File: src/rtl/ws_pe.sv
// Weight-stationary systolic PE: holds one signed weight and computes
// c_out = c_in + a_in * b each enabled cycle, forwarding a_in to the right.
module ws_pe #(
    parameter int DATA_WIDTH = 8,
    parameter int ACC_WIDTH  = 32,
    parameter bit SATURATE   = 1'b0
) (
    input  logic                         clk,
    input  logic                         rst,
    input  logic                         enable,
    input  logic                         b_load,
    input  logic signed [DATA_WIDTH-1:0] b_in,
    input  logic signed [DATA_WIDTH-1:0] a_in,
    output logic signed [DATA_WIDTH-1:0] a_out,
    input  logic signed [ACC_WIDTH-1:0]  c_in,
    output logic signed [ACC_WIDTH-1:0]  c_out
);

    localparam int PROD_WIDTH = 2 * DATA_WIDTH;
    localparam int EXT_WIDTH  = ACC_WIDTH + 1 - PROD_WIDTH;

    logic signed [DATA_WIDTH-1:0] b_q, b_d;
    logic signed [DATA_WIDTH-1:0] a_out_q, a_out_d;
    logic signed [ACC_WIDTH-1:0]  c_out_q, c_out_d;

    logic signed [PROD_WIDTH-1:0] prod;
    logic signed [ACC_WIDTH:0]    sum_wide;
    logic signed [ACC_WIDTH-1:0]  sum_final;
    logic                         overflow;

    // One guard bit above the accumulator exposes signed overflow of the add.
    assign prod     = a_in * b_q;
    assign sum_wide = {c_in[ACC_WIDTH-1], c_in}
                    + {{EXT_WIDTH{prod[PROD_WIDTH-1]}}, prod};
    assign overflow = sum_wide[ACC_WIDTH] ^ sum_wide[ACC_WIDTH-1];

    generate
        if (SATURATE) begin : g_sat
            always_comb begin
                sum_final = sum_wide[ACC_WIDTH-1:0];
                if (overflow) begin
                    // Guard bit carries the true sign of the unclamped result.
                    sum_final = sum_wide[ACC_WIDTH]
                              ? {1'b1, {(ACC_WIDTH-1){1'b0}}}
                              : {1'b0, {(ACC_WIDTH-1){1'b1}}};
                end
            end
        end else begin : g_wrap
            assign sum_final = sum_wide[ACC_WIDTH-1:0];
        end
    endgenerate

    always_comb begin
        b_d     = b_q;
        a_out_d = a_out_q;
        c_out_d = c_out_q;
        if (b_load) begin
            b_d = b_in;
        end
        // The MAC reads b_q, so a same-cycle load only affects later cycles.
        if (enable) begin
            a_out_d = a_in;
            c_out_d = sum_final;
        end
    end

    always_ff @(posedge clk) begin
        if (rst) begin
            b_q     <= '0;
            a_out_q <= '0;
            c_out_q <= '0;
        end else begin
            b_q     <= b_d;
            a_out_q <= a_out_d;
            c_out_q <= c_out_d;
        end
    end

    assign a_out = a_out_q;
    assign c_out = c_out_q;

endmodule

File: config.mk
export PLATFORM = sky130hd
export DESIGN_NAME = ws_pe
export DESIGN_NICKNAME = d
export VERILOG_FILES = /design/src/rtl/ws_pe.sv
export SDC_FILE = /design/constraint.sdc
export NUM_CORES = 1
export LEC_CHECK = 0
export ABC_AREA = 1
export BUFFER_PORTS_ARGS = -buffer_cell sky130_fd_sc_hd__buf_4
export CORE_UTILIZATION = 50
export CTS_BUF_LIST = sky130_fd_sc_hd__clkbuf_16
export DETAILED_ROUTE_END_ITERATION = 8
export PLACE_DENSITY = 0.7
export SLEW_MARGIN = 5
export SYNTH_ARGS = -nofsm -noshare
export SYNTH_HDL_FRONTEND = slang
export SYNTH_SLANG_ARGS = --single-unit
File: constraint.sdc
create_clock -name clk -period 14.1 [get_ports clk]
set_clock_uncertainty 0.2 [all_clocks]
set_input_delay 0.705 -clock clk [delete_from_list [all_inputs] [get_ports clk]]
set_output_delay 0.705 -clock clk [all_outputs]
set_load 0.02 [all_outputs]
==> results.cfg, run 1 <==
[critical_path]
rr_startpoint = b_q[2]
end_kind = flop
timing.critical_path.mode_cell = fa_1
crit_chain = nand2_1 > fa_1 > fa_1 > inv_1 > fa_1 > fa_1 > ha_1 > ha_1 > nand2_1 > nor2_1 > inv_1 > nor2_1 > nand3_1 > nand4_1 > nand3_1 > nand2_1 > inv_1
cp_data_arrival_time_ps = 5700
crit_path_max_fanout = 13
cp_top_family = adder cells
cpPeakStageDelay_ps = 650
critical_path_required_ps = 14100
crit_type = flop to flop
crit_path_start = b_q[2]
slowest_stage = fa_1
crit_path_start_kind = flop
path_buf_inv = 3

[placed_design]
gp_congestion = 0.928
dpl_cell_area_um2 = 8740
portBuffers = 91
dp_cells = 1321
dp.final_hpwl_um = 15400

[logic_synthesis]
synth-seq-cells = 48
syn-cell-area_um2 = 7920
synth_cells = 1046
synth.avg_cell_area_um2 = 7.57
synth_top_cell_area_share_pct = 34.4
synthTopCellsByArea = fa_1, nand2_1, dfxtp_1, ha_1, inv_1
ys_seq_area_share_pct = 12.1
synth_top_cell_by_area = fa_1
synth_nets = 1304
ys_warn_count = 0
synth-edff-count = 0
synth_top_flop_cell = dfxtp_1
async_reset_ff_share_pct = 0
synth.distinct_cells = 34

[detailed_routing]
routed-wl-met3_um = 576
vias_per_cell = 4.84
drt_iter0_drc = 275
firstDrtPassIters = 5
drcViolationCount = 0
top_layer = met4
wl_met1_um = 7800
num_vias = 6427
postRouteAntennaNets = 0
drt-total-wl_um = 18100
wl_met2_um = 9370
avgRoutedWirePerCell_um = 13.6

[pwr]
power.density_nw_per_um2 = 140
pwr-share-comb_pct = 75.5
ir_drop_mv = 0.117
internal_power_w = 0.000574
clock_power_share_pct = 9.8
p_sw_w = 0.000672
switching_share_pct = 53.9
p_seq_share_pct = 14.7
leakage_nw = 5.24
finalPower_w = 0.00125

[worst_hold_path]
worstHoldStart = a_out[7]
hp-class = flop to flop

[clock_network]
cts_tree = done
cts_resized = 0
htreeDepth = 2
numCtsBuffers = 5
worst_setup_hold_path_clk_slew_ps = 70
clkLatencyLatePin_ps = 300
post-cts-setup-buffer-count = 0
clock-sinks = 48
postCtsHoldBufs = 0
root_buffer = clkbuf_16
cts_buffer_depth = 2

[sta]
slew_viol_final = 0
fin_crit_sh_pct = 40.5
finalSetupViolations = 0
slew_headroom_pct = 49.9
hold_viol = 0
clock.fmax_mhz = 175
setup_tns_ps = 0
rsz0062_at_grt = false
fin_crit_ps = 5700
worst_slew_pin_slew_ps = 750

[final_layout]
fillers = 1488
layout.nets = 1375
layoutNonFillerInstCount = 1329
fin_util_pct = 58.1
area_growth_pct = 12.3
antenna_cells_inserted = 0
drive_gt1_share_pct = 12.3
fin_area_um2 = 8890

[outcome]
outcome = complete, no violations

[grt]
first_global_vias = 6639
grt_start_max_net_pins = 58
grt_pass1_wl_um = 31500
grt-ovfl-total = 0
antenna_found_initial = 0
grt_util_all_layers_pct = 24.5

[floorplan]
rows = 45
core_region_area_um2 = 15300
io-pin-count = 92
start_util_pct = 51.7
fp.dieH_um = 128
die_area_um2 = 16300
die_w_um = 128

[job]
drv_cap = 0
-- stage by stage --
stage / hold slack [ps] / worst slack (ps)
6_report: 267 / 8400
5_1_grt: 281 / 7980
4_1_cts: 268 / 8370
3_5_place_dp: 257 / 8150
3_3_place_gp: 250 / 8170
2_1_floorplan: 340 / 8370
-- final cells by class --
class	count	area [um^2]	area share, %
well taps	211	264	2.97
repair buffers	93	698	7.85
flip-flops and latches	48	961	10.8
clock buffers	5	125	1.41
multi-input cells	732	5930	66.7
inverters	237	890	10.0
clock inverters	3	23.8	0.267
-- path summary, 6_finish.rpt --
path / to / cells past startpoint / slack, ps
setup / recovery: c_out[25] / 17 / 8400
hold / removal: a_out[7] / 2 / 270
setup reg to reg: c_out[25] / 17 / 8400
hold reg to reg: a_out[7] / 2 / 270
-- flip-flops by register name, summed over array words and instances, names as in the netlist --
name	cells
c_out	32
b_q	8
a_out	8
-- worst min-delay path, cell delays in order (launching register included) --
cell and delay (ps):
dfxtp_1 310, nand2_1 60, a21oi_1 50
-- synthesized netlist by cell type (2+ instances only) --
cell / number
clkinv_1: 2
inv_1: 225
xor2_1: 9
a211oi_1: 2
o21bai_1: 5
a21oi_2: 3
nand3_2: 5
a21oi_1: 39
inv_2: 10
o21ai_1: 8
nor3_2: 2
clkbuf_1: 24
nor2_1: 104
nand3b_1: 3
clkbuf_8: 2
ha_1: 70
fa_1: 136
nor3_1: 4
nand3_1: 32
buf_1: 2
dfxtp_1: 48
nor2_2: 6
o21ai_0: 15
nand4_1: 9
nand2_1: 265
nand2_2: 7
xnor2_1: 2
-- logic make-up (layout without fill, tap and decap cells) --
| family | count (synthesis) | after routing | share of synthesized area, % |
|---|---|---|---|
| AOI/OAI and AO/OA | 74 | 74 | 5.12 |
| xor gates and xnor gates | 11 | 11 | 1.22 |
| adders and majority gates | 206 | 206 | 45.5 |
| buffers and inverters | 266 | 338 | 12.9 |
| DFF | 48 | 48 | 12.1 |
| and+or+nand+nor | 441 | 441 | 23.1 |
-- power by group through the flow --
stage          Sequential, W  Combinational (W)  Clock (W)
4_1_cts             0.000183           0.000952   0.000125
5_1_grt             0.000186            0.00108   0.000131
2_1_floorplan       0.000214           0.000653          0
6_report            0.000183           0.000941   0.000122
3_3_place_gp        0.000186           0.000937          0
3_5_place_dp        0.000186           0.000946          0
-- per-layer routing --
metal  vias up  global-route usage, %
met4         0                   5.33
met5         -                      0
met3        16                   2.46
met2       119                   45.5
met1      3053                   30.7
li1       3239                      -
-- cell usage in the layout, fill, tap and decap left out --
cell type and n:
a211oi_1 2, dfxtp_1 48, xor2_1 9, clkinv_1 2, nor2_4 1, nand2_4 1, o21ai_0 15, nand3b_1 3
xnor2_1 2, nor2_1 104, nor2_2 6, fa_1 136, nand2_2 7, ha_1 70, clkinv_4 1, nand2_1 265
inv_1 225, nor3_2 2, clkbuf_16 5, nand4_1 9, a21oi_2 3, nor3_1 4, and3_1 1, inv_2 10
a21o_1 1, or2_2 1, clkinvlp_4 2, nand3_2 5, o21ai_1 8, o21ai_2 1, buf_4 93, nand3_1 32
o21bai_1 5, a21oi_1 39
No activity file was read; power rests on OpenSTA's default activity.
==> run 2, diff against run 1 <==
==> constraint.sdc (replaced) <==
create_clock -name clk -period 5.25 [get_ports clk]
set_clock_uncertainty 0.2 [all_clocks]
set_input_delay 0.2625 -clock clk [delete_from_list [all_inputs] [get_ports clk]]
set_output_delay 0.2625 -clock clk [all_outputs]
set_load 0.02 [all_outputs]
==> results.cfg, run 2 (synthesized netlist as in run 1, its figures left out) <==
[outcome]
outcome = complete, no violations

[final_layout]
final_common_cell = nand2_1
layout.nets = 1391
antenna_cells_inserted = 0
seq_area_um2 = 962
fillers = 1493
multi_input_area_um2 = 5950
drive_gt1_share_pct = 14.0
area_growth_pct = 15.2
final_cell_mix = nand2_1, inv_1, fa_1, buf_4, nor2_1
largest_reg_flops = 32
fin_area_um2 = 9120
fin_util_pct = 59.5

[clock_network]
root_buffer = clkbuf_16
numCtsBuffers = 5
clock-sinks = 48
cts_tree = done
postCtsHoldBufs = 0
clkLatencyLatePin_ps = 290
htreeDepth = 2
worst_setup_hold_path_clk_slew_ps = 70
cts_buffer_depth = 2

[critical_path]
rr_startpoint = b_q[0]
crit_path_start = b_q[0]
cpPeakStageDelay_ps = 550
r2r_slack_ps = 230
cp_data_arrival_time_ps = 5010
slowest_stage = fa_1
crit_type = flop to flop
r2r-end = c_out[16]
crit_path_start_kind = flop
crit_chain = nand2_1 > clkinvlp_4 > buf_12 > fa_1 > inv_1 > fa_1 > inv_1 > fa_1 > fa_1 > ha_1 > ha_1 > nand2_1 > nand2_1 > a21oi_1 > nand2_1 > a21oi_1 > xnor2_1 > o21ai_1 > inv_1
cp-endpoint = c_out[16]
path_buf_inv = 5
critical_path_depth = 19
cp_top_family = adder cells
crit_path_max_fanout = 24
end_kind = flop
worstRegToRegCells = 19
critical_path_required_ps = 5240

[sta]
rsz0062_at_grt = true
fin_crit_ps = 5020
slew_headroom_pct = 54.7
worst_slew_pin_slew_ps = 679
hold_viol = 0
fin_crit_sh_pct = 95.7
finalSetupViolations = 0
slew_viol_final = 0
hold_slack_ps = 27.4
clock.fmax_mhz = 199
setup_tns_ps = 0

[grt]
grt_util_all_layers_pct = 23.8
antenna_found_initial = 0
grt_pass1_wl_um = 30800
grt-ovfl-total = 0
grt_start_max_net_pins = 58
first_global_vias = 6534

[floorplan]
rows = 45
die_w_um = 128
die_area_um2 = 16300
core_region_area_um2 = 15300
start_util_pct = 51.7
fp.dieH_um = 128
io-pin-count = 92

[placed_design]
portBuffers = 91
gp_congestion = 0.924
dpl_cell_area_um2 = 8900
dp.final_hpwl_um = 15400

[detailed_routing]
vias_per_cell = 4.88
drt-total-wl_um = 17800
drcViolationCount = 0
drt_iter0_drc = 324
postRouteAntennaNets = 0
avgRoutedWirePerCell_um = 13.2
num_vias = 6565
firstDrtPassIters = 5

[pwr]
ir_drop_mv = 0.306
leakage_nw = 5.33
finalPower_w = 0.00343
power.density_nw_per_um2 = 376

[job]
drv_cap = 0

[worst_hold_path]
worstHoldStart = b_in[6]
hp-class = primary input to flop
run 2: final cells by class:
type                    instances  area share, %
clock buffers                   5           1.37
flip-flops and latches         48           10.6
inverters                     237           9.84
clock inverters                 3          0.508
multi-input cells             732           65.3
well taps                     211           2.90
repair buffers                109           9.53
run 2: worst register-to-register path, delay by kind of cell, from the launching register on:
kind	cells	cell delay (ps)
AO/OA/AOI/OAI	3	580
XOR/XNOR	1	150
adder cells (fa/ha/maj)	6	2680
buffers and inverters	5	470
flip-flops	1	340
AND/OR/NAND/NOR	4	490
run 2: per-stage QoR:
step / cells / setup WS (ps)
floorplan: 1046 / 71.7
global placement: 1335 / 111
detailed placement: 1335 / 66.2
CTS: 1343 / 104
global route: 1345 / -7.64
finish: 1345 / 228
run 2: worst min path at each step:
stage	end	slack [ps]	cells after the start
3_3_place_gp	a_out[3]	250	2
3_5_place_dp	a_out[5]	250	2
4_1_cts	b_q[6]	30	3
2_1_floorplan	b_q[0]	210	2
6_report	b_q[6]	30	3
5_1_grt	b_q[6]	40	3
run 2: what timing repair did:
action | in CTS | in global routing
endpoints found under the setup margin | 0 | 16
setup buffers | 0 | 2
resized for setup | 0 | 5
run 2: power by group:
group | leakage (nW) | total, W | internal (W) | switching, W
Combinational | 4.86 | 0.00256 | 0.000948 | 0.00161
Clock | 0.0804 | 0.000380 | 0.000227 | 0.000154
Sequential | 0.398 | 0.000489 | 0.000441 | 0.0000475
run 2: routing by layer:
layer	vias up	share of wire (%)	GRT usage (%)
met5	-	0	0
met2	146	53	44.2
met3	13	3.3	2.13
met1	3127	43	30.9
li1	3279	-	-
met4	0	0.85	3.04
